## src/rtl/dcache_frame_reader.sv

```systemverilog
// dcache_frame_reader: pops bytes from the audio dcache async FIFO read port and
// emits fixed-length frames (SYNC0, SYNC1, SEQ, payload, CKSUM) on a
// valid/ready byte stream. A FIFO that stays empty too long mid-payload
// causes the rest of the frame to be padded with zeros.
module dcache_frame_reader #(
  parameter int         PAYLOAD_LEN = 64,
  parameter logic [7:0] SYNC0       = 8'h55,
  parameter logic [7:0] SYNC1       = 8'hAA,
  parameter int         TIMEOUT_CYC = 1024
) (
  input  logic       rd_clk,
  input  logic       rd_rst_n,
  input  logic       frame_en,
  output logic       fifo_rd_en,
  input  logic [7:0] fifo_rd_data,
  input  logic       fifo_rd_empty,
  output logic       m_valid,
  input  logic       m_ready,
  output logic [7:0] m_data,
  output logic       m_sof,
  output logic       m_eof,
  output logic       busy,
  output logic [7:0] seq_num,
  output logic       underrun_err
);

  localparam int CW  = $clog2(PAYLOAD_LEN + 1);
  localparam int ECW = $clog2(TIMEOUT_CYC + 1);

  typedef enum logic [2:0] {
    IDLE,
    HDR0,
    HDR1,
    SEQ,
    PAYLOAD,
    CKSUM
  } state_t;

  state_t         state;
  state_t         state_nxt;
  logic           pend;
  logic           pad_mode;
  logic [CW-1:0]  byte_cnt;
  logic [ECW-1:0] empty_cnt;
  logic [7:0]     cksum;

  logic           loadable;
  logic           eof_done;
  logic           pay_load;
  logic           last_byte;
  logic           empty_tick;
  logic           timeout_hit;
  logic           load_en;
  logic [7:0]     load_data;
  logic           load_sof;
  logic           load_eof;

  // Shared handshake and payload qualifiers used by the FSM and datapath.
  always_comb begin
    loadable    = !m_valid || m_ready;
    eof_done    = m_valid && m_ready && m_eof;
    pay_load    = (state == PAYLOAD) && (pend || (pad_mode && loadable));
    last_byte   = (byte_cnt == CW'(PAYLOAD_LEN - 1));
    empty_tick  = (state == PAYLOAD) && fifo_rd_empty && !pend && !pad_mode;
    timeout_hit = empty_tick && (empty_cnt == ECW'(TIMEOUT_CYC - 1));
  end

  // State register.
  always_ff @(posedge rd_clk or negedge rd_rst_n) begin
    if (!rd_rst_n) state <= IDLE;
    else           state <= state_nxt;
  end

  // Next-state logic; a frame only starts from IDLE, so frame_en cannot truncate one.
  always_comb begin
    state_nxt = state;
    case (state)
      IDLE:    if (frame_en && !fifo_rd_empty) state_nxt = HDR0;
      HDR0:    if (loadable) state_nxt = HDR1;
      HDR1:    if (loadable) state_nxt = SEQ;
      SEQ:     if (loadable) state_nxt = PAYLOAD;
      PAYLOAD: if (pay_load && last_byte) state_nxt = CKSUM;
      CKSUM:   if (eof_done) state_nxt = IDLE;
      default: state_nxt = IDLE;
    endcase
  end

  // Output decode: what to load into the output register and when to pop the FIFO.
  always_comb begin
    fifo_rd_en = 1'b0;
    busy       = (state != IDLE);
    load_en    = 1'b0;
    load_data  = 8'h00;
    load_sof   = 1'b0;
    load_eof   = 1'b0;
    case (state)
      HDR0: begin
        load_en   = loadable;
        load_data = SYNC0;
        load_sof  = 1'b1;
      end
      HDR1: begin
        load_en   = loadable;
        load_data = SYNC1;
      end
      SEQ: begin
        load_en   = loadable;
        load_data = seq_num;
      end
      PAYLOAD: begin
        fifo_rd_en = !fifo_rd_empty && !pend && loadable && !pad_mode;
        load_en    = pay_load;
        load_data  = pend ? fifo_rd_data : 8'h00;
      end
      CKSUM: begin
        load_en   = loadable && !(m_valid && m_eof);
        load_data = cksum;
        load_eof  = 1'b1;
      end
      default: ;
    endcase
  end

  // One-entry output register: load when free or being drained, else hold.
  always_ff @(posedge rd_clk or negedge rd_rst_n) begin
    if (!rd_rst_n) begin
      m_valid <= 1'b0;
      m_data  <= 8'h00;
      m_sof   <= 1'b0;
      m_eof   <= 1'b0;
    end else if (load_en) begin
      m_valid <= 1'b1;
      m_data  <= load_data;
      m_sof   <= load_sof;
      m_eof   <= load_eof;
    end else if (m_valid && m_ready) begin
      m_valid <= 1'b0;
      m_sof   <= 1'b0;
      m_eof   <= 1'b0;
    end
  end

  // Read-pending flag: FIFO data arrives the cycle after the read strobe.
  always_ff @(posedge rd_clk or negedge rd_rst_n) begin
    if (!rd_rst_n) pend <= 1'b0;
    else           pend <= fifo_rd_en;
  end

  // Payload bookkeeping: byte count, checksum, empty-cycle timeout and padding.
  always_ff @(posedge rd_clk or negedge rd_rst_n) begin
    if (!rd_rst_n) begin
      byte_cnt     <= '0;
      empty_cnt    <= '0;
      cksum        <= 8'h00;
      pad_mode     <= 1'b0;
      underrun_err <= 1'b0;
    end else begin
      underrun_err <= timeout_hit;
      if (state == SEQ) begin
        byte_cnt  <= '0;
        empty_cnt <= '0;
        cksum     <= 8'h00;
        pad_mode  <= 1'b0;
      end else if (state == PAYLOAD) begin
        if (pay_load) byte_cnt <= byte_cnt + 1'b1;
        if (pend) cksum <= cksum + fifo_rd_data;
        if (fifo_rd_en)      empty_cnt <= '0;
        else if (empty_tick) empty_cnt <= empty_cnt + 1'b1;
        if (timeout_hit) pad_mode <= 1'b1;
      end else begin
        pad_mode <= 1'b0;
      end
    end
  end

  // Sequence number advances when the checksum byte is accepted.
  always_ff @(posedge rd_clk or negedge rd_rst_n) begin
    if (!rd_rst_n)                     seq_num <= 8'h00;
    else if (state == CKSUM && eof_done) seq_num <= seq_num + 8'd1;
  end

endmodule
```

## config.mk

```make
export PLATFORM = sky130hd
export DESIGN_NAME = dcache_frame_reader
export DESIGN_NICKNAME = d
export VERILOG_FILES = /design/src/rtl/dcache_frame_reader.sv
export SDC_FILE = /design/constraint.sdc
export NUM_CORES = 1
export LEC_CHECK = 0
export ABC_AREA = 1
export BUFFER_PORTS_ARGS = -buffer_cell sky130_fd_sc_hd__buf_2
export CAP_MARGIN = 20
export CORE_MARGIN = 2
export CORE_UTILIZATION = 30
export CTS_CLUSTER_SIZE = 14
export DETAILED_ROUTE_END_ITERATION = 8
export GPL_ROUTABILITY_DRIVEN = 0
export GPL_TIMING_DRIVEN = 1
export HOLD_SLACK_MARGIN = 0.1
export PLACE_DENSITY_LB_ADDON = 0.08
export SLEW_MARGIN = 20
export SYNTH_ARGS = -nofsm -noshare
export SYNTH_HDL_FRONTEND = slang
export SYNTH_SLANG_ARGS = --single-unit
```

## constraint.sdc

```tcl
create_clock -name rd_clk -period 4.7 [get_ports rd_clk]
set_clock_uncertainty 0.05 [all_clocks]
set_input_delay 0.47 -clock rd_clk [delete_from_list [all_inputs] [get_ports rd_clk]]
set_output_delay 0.47 -clock rd_clk [all_outputs]
set_load 0.02 [all_outputs]
```

* Yosys cells after proc, flatten, opt, wreduce, memory -nomap -nowiden
Cells that the tools add are included.
** Operators by class
- Add/sub/neg operators :: 4
- $mul :: 0
- Divide/modulo/power cells :: 0
- Order comparisons :: 0
- Equality and inequality tests :: 14
- Shifts and indexed selects :: 0
- Multiplexer cells :: 30
- Bitwise logic cells :: 0
- Reduce and logical (&&, ||, !) cells :: 35
** Operators by type and width (count)
- two-way mux 11 bit :: 4
- one-hot mux 8 bit (5 select lines) :: 1
- two-way mux 8 bit :: 4
- two-way mux 7 bit :: 3
- two-way mux 3 bit :: 6
- one-hot mux 3 bit (6 select lines) :: 1
- logical AND 1 bit :: 16
- adder 11 x 1 -> 11 bit, second input constant :: 1
- == test 11 x 10 -> 1 bit, second input constant :: 1
- two-way mux 1 bit :: 10
- != test 2 bit, second input constant :: 5
- adder 8 x 1 -> 8 bit, second input constant :: 1
- adder 8 bit :: 1
- nonzero test 2 bit :: 4
- adder 7 x 1 -> 7 bit, second input constant :: 1
- == test 7 x 6 -> 1 bit, second input constant :: 1
- == test 3 x 2 -> 1 bit, second input constant :: 2
- == test 3 bit, second input constant :: 2
- AND reduction 2 bit :: 3
- AND reduction 6 bit :: 1
- nonzero test 3 bit :: 2
- zero test 1 bit :: 5
- == test 3 x 1 -> 1 bit, second input constant :: 1
- zero test 3 bit :: 1
- other kinds (5) :: 6
** Storage, ports and cells
- Register bits after elaboration :: 51
- Latch bits :: 0
- Memory bits (writable) :: 0
- ROM bits :: 0
- Input bits :: 13
- Output and inout port bits :: 22
- Word-level logic and storage cells :: 95
- Memories kept :: 0

* Logic depth before layout (Yosys ltp)
- Depth after elaboration :: 8
- Mapped depth :: 9
- Depth with buffers taken out :: 9

* Worst setup path before layout
No wires, ideal clock.
- Kind :: register -> output
- Start :: register state[1]
- End :: output port fifo_rd_en
- Data arrival time :: 1.140 ns
- Data required time :: 4.180 ns
- Path slack :: 3.040 ns
- Cell stages (with the launch flop) :: 6
- Cells stage by stage :: dfrtp_1 -> nor2_4 -> nand2_4 -> nor2_2 -> nand2_2 -> inv_1
** On the way
- Longest elaborated chain between the ends :: 2
** RTL lines
- from (decl) :: line 39 : state_t state;
- from (signal assigned) :: line 71 : else state <= state_nxt;
- == test 3 bit :: line 96 : case (state)
- two-way mux 1 bit :: line 96
- to (decl) :: line 14 : output logic fifo_rd_en,
No other way between the ends.

* Final worst setup path
Ends and elaborated chain as after synthesis.

==> results.txt <==
----------------------------------------------------
[Outcome]
  Status ... completed

[Job]
  Total of max-cap violations ... 0

[Power and ir drop]
  Leakage power ... 1.99 nW
  Fraction of power spent switching nets ... about 42%
  IR Drop Worst-Case VDD ... 0.146 mV
  Internal power ... a little under 0.9 mW
  Power Dens Cells ... 418 nW/um^2
  Combinational cell fraction of total power ... 38.5%
  NetSw ... roughly 0.64 mW
  Sequential group share of total power ... 39.6%
  Clock group share of total power ... 21.9%

[Synth]
  Number of register bits inferred by synthesis ... 51
  Cell variety after synth ... 29
  Average footprint of a synthesized cell ... 7.51 um^2
  Count of warnings emitted by yosys ... 0
  Share of the yosys chip area belonging to registers ... roughly 40%
  Post-Syn Area ... about 3200 um^2
  Cell count after synthesis ... 424
  Post-synthesis net count ... 448

[STA]
  Final hold vios ... 0
  Final setup violation count ... 0
  Final min period ... approximately 2200 ps
  Final hold slack ... 223 ps
  Worst slew margin relative to its limit ... a little over half
  Final period util ... 46.7%
  Worst slew pin tran ... 694 ps
  Setup TNS after final layout ... 0 ps
  Setup repair after global routing missed its margin ... false
  Final-report max-slew violation count ... 0
  Maximum achievable frequency ... 455 MHz

[Worst setup path]
  Category of the most critical setup path ... reg -> out
  CP bufs+invs ... 2
  Critical Path Sink Type ... primary output
  Largest driver fanout on the critical path ... 7
  Worst Setup Start Kind ... register
  Critical-path top delay cell ... dfrtp_1
  Arrival time worst endpoint ... 1680 ps
  Family of cells with the greatest summed delay on the critical path ... simple AND/OR/NAND/NOR gates
  Crit path largest cell delay ... between 500 and 600 ps
  Series of cell instances along the critical path ... nor2_4 -> nand2_4 -> nor2_2 -> nand2_2 -> inv_1 -> buf_2
  Critical path data required time ... 4180 ps

[Die]
  Die boundary width ... 107 um
  Initial cell density of the core ... a little under a third
  Number of cell rows ... 37
  Overall die height ... approximately 110 um
  DIE AREA ... 11500 um^2
  Core Box Area ... 10300 um^2
  Count of pins on the block boundary ... 35

[Clock network]
  TritonCTS clock tree ... done
  Clock slew at the register clock pins of the worst setup and hold paths ... ~100 ps
  Post_cts resized ... 0
  Hold Buf Count CTS ... 0
  CTS root buffer ... clkbuf_8
  Number of buffers created by CTS ... 5
  Number of buffers added for setup after CTS ... 0
  Largest buffer count on any clock path ... 2
  Sinks on the clock net ... 51
  Insertion delay to the later sink of the worst-skew pair ... approximately 310 ps
  Deepest level of the CTS H-tree ... 2

[Route]
  Remaining antenna violation count ... 0
  Violation count after the first detailed-route iteration ... 176
  Number of remaining DRC errors ... 0
  Detailed-routing iteration count for the pre-antenna-repair pass ... 4
  Via total after detailed routing ... 2783
  Post-Route WL ... between 7000 and 8000 um
  Post-DR wirelength/cell ... 13.1 um
  Via-to-Cell Ratio ... 4.65

[GRT]
  Global route total overflow ... 0
  Global-route wire length before repair ... 13200 um
  Via count of the first global-routing pass ... 2698
  Tot GR Track Use ... 14.5%
  Pin count of the biggest net entering global routing ... 52
  Number of antenna violations at the first check in global routing ... 0

[Cells and area]
  End-of-flow core utilization ... 34.9%
  Diode count ... 0
  Layout cells sized above 1 ... about 15%
  Layout-stage area growth over the synthesis result ... 13.1%
  Net count of the finished layout ... 485

[Placement]
  Post-detail-place hpwl ... 5810 um
  Port-buffer cells ... 34

[Min path]
  Worst hold path type ... in -> async

----------------------------------------------------
==> layer usage <==
metal	track usage, %	part of all wire, %	vias to the layer above
li1	-	-	1439
met1	18.8	48	1287
met2	25.0	48	50
met3	2.07	2.8	7
met4	4.45	1.4	0
met5	0	0	-
==> cell usage after synthesis <==
cell type  number  area (um^2)
a21oi_1         8         40.0
buf_4           2         15.0
buf_6           3         33.8
dfrtp_1        51         1280
fa_1            1         20.0
ha_1           10          125
inv_1          48          180
inv_2           5         18.8
inv_4           1         6.26
nand2_1       147          552
nand2_2         6         37.5
nand2_4         3         33.8
nand3_1        48          240
nand3_4         1         17.5
nand4_1        12         75.1
nand4_2         1         12.5
nor2_1         23         86.3
nor2_2          2         12.5
nor2_4          5         56.3
nor2_8          1         20.0
nor3_1          2         10.0
nor3_4          1         16.3
o211ai_1        2         15.0
o211ai_2        2         25.0
o21ai_0        21          105
o21bai_1        1         7.51
o22ai_1         1         6.26
xnor2_1         2         17.5
xor2_1         14          123
==> cells in the final DEF, fill, tap and decap left out, drive strengths merged <==
| cell type | Yosys | final |
|---|---|---|
| nand2 | 156 | 156 |
| inv | 54 | 54 |
| dfrtp | 51 | 51 |
| nand3 | 49 | 49 |
| buf | 5 | 35 |
| nor2 | 31 | 31 |
| o21ai | 21 | 21 |
| xor2 | 14 | 14 |
| nand4 | 13 | 13 |
| ha | 10 | 10 |
| a21oi | 8 | 8 |
| clkbuf | 0 | 6 |
| o211ai | 4 | 4 |
| nor3 | 3 | 3 |
| xnor2 | 2 | 2 |
| o21bai | 1 | 1 |
| o22ai | 1 | 1 |
| fa | 1 | 1 |
| clkinv | 0 | 1 |
| bufinv | 0 | 1 |
==> registers in the layout, indices dropped and copies added, names as in the netlist <==
name and cells:
byte_cnt 7, m_sof 1, m_data 8, pad_mode 1
m_eof 1, state 3, m_valid 1, seq_num 8
cksum 8, underrun_err 1, empty_cnt 11, pend 1
==> power by group through the flow <==
stage	combinational, mW	clock (mW)	sequential, mW
2_1_floorplan	0.420	0	0.625
3_3_place_gp	0.589	0	0.606
3_5_place_dp	0.589	0	0.608
4_1_cts	0.591	0.343	0.599
5_1_grt	0.659	0.360	0.610
6_report	0.580	0.330	0.597
==> worst paths after layout <==
| path | startpoint | to | slack [ps] | depth (start not counted) |
|---|---|---|---|---|
| setup / recovery | state[1]$_DFFE_PN0P_ | fifo_rd_en | 2500 | 6 |
| hold / removal | rd_rst_n | empty_cnt[8]$_DFFE_PN0P_ | 220 | 2 |
| setup reg to reg | state[1]$_DFFE_PN0P_ | cksum[4]$_DFFE_PN0P_ | 2880 | 8 |
| hold reg to reg | empty_cnt[10]$_DFFE_PN0P_ | underrun_err$_DFF_PN0_ | 430 | 1 |
| max in group asynchronous | rd_rst_n | m_eof$_DFFE_PN0P_ | 3910 | 2 |
| min in group rd_clk | empty_cnt[10]$_DFFE_PN0P_ | underrun_err$_DFF_PN0_ | 430 | 1 |
==> per-stage QoR <==
step | cells | instance area, um^2 | total power, mW | worst slack, ps
after floorplan | 424 | 3180 | 1.05 | 3040
after global placement | 590 | 3480 | 1.19 | 2850
after detailed placement | 590 | 3480 | 1.20 | 2830
after CTS | 598 | 3600 | 1.53 | 2480
after global routing | 598 | 3600 | 1.63 | 2380
final | 598 | 3600 | 1.51 | 2500
==> cell type report <==
cell class,count,area [um^2]
clock buffers,6,82.6
clock inverters,2,35.0
fillers,1142,6720
inverters,54,205
multi-input cells,314,1650
flip-flops and latches,51,1280
well taps,136,170
repair buffers,35,178
==> cells by family after synthesis <==
kind of cell	synth area share, %
and+or+nand+nor	36.7
buffers and inverters	7.98
DFF	40.1
AOI/OAI and AO/OA	6.25
xor gates and xnor gates	4.40
adders and majority gates	4.56
Power figures use the tool's default switching activity.
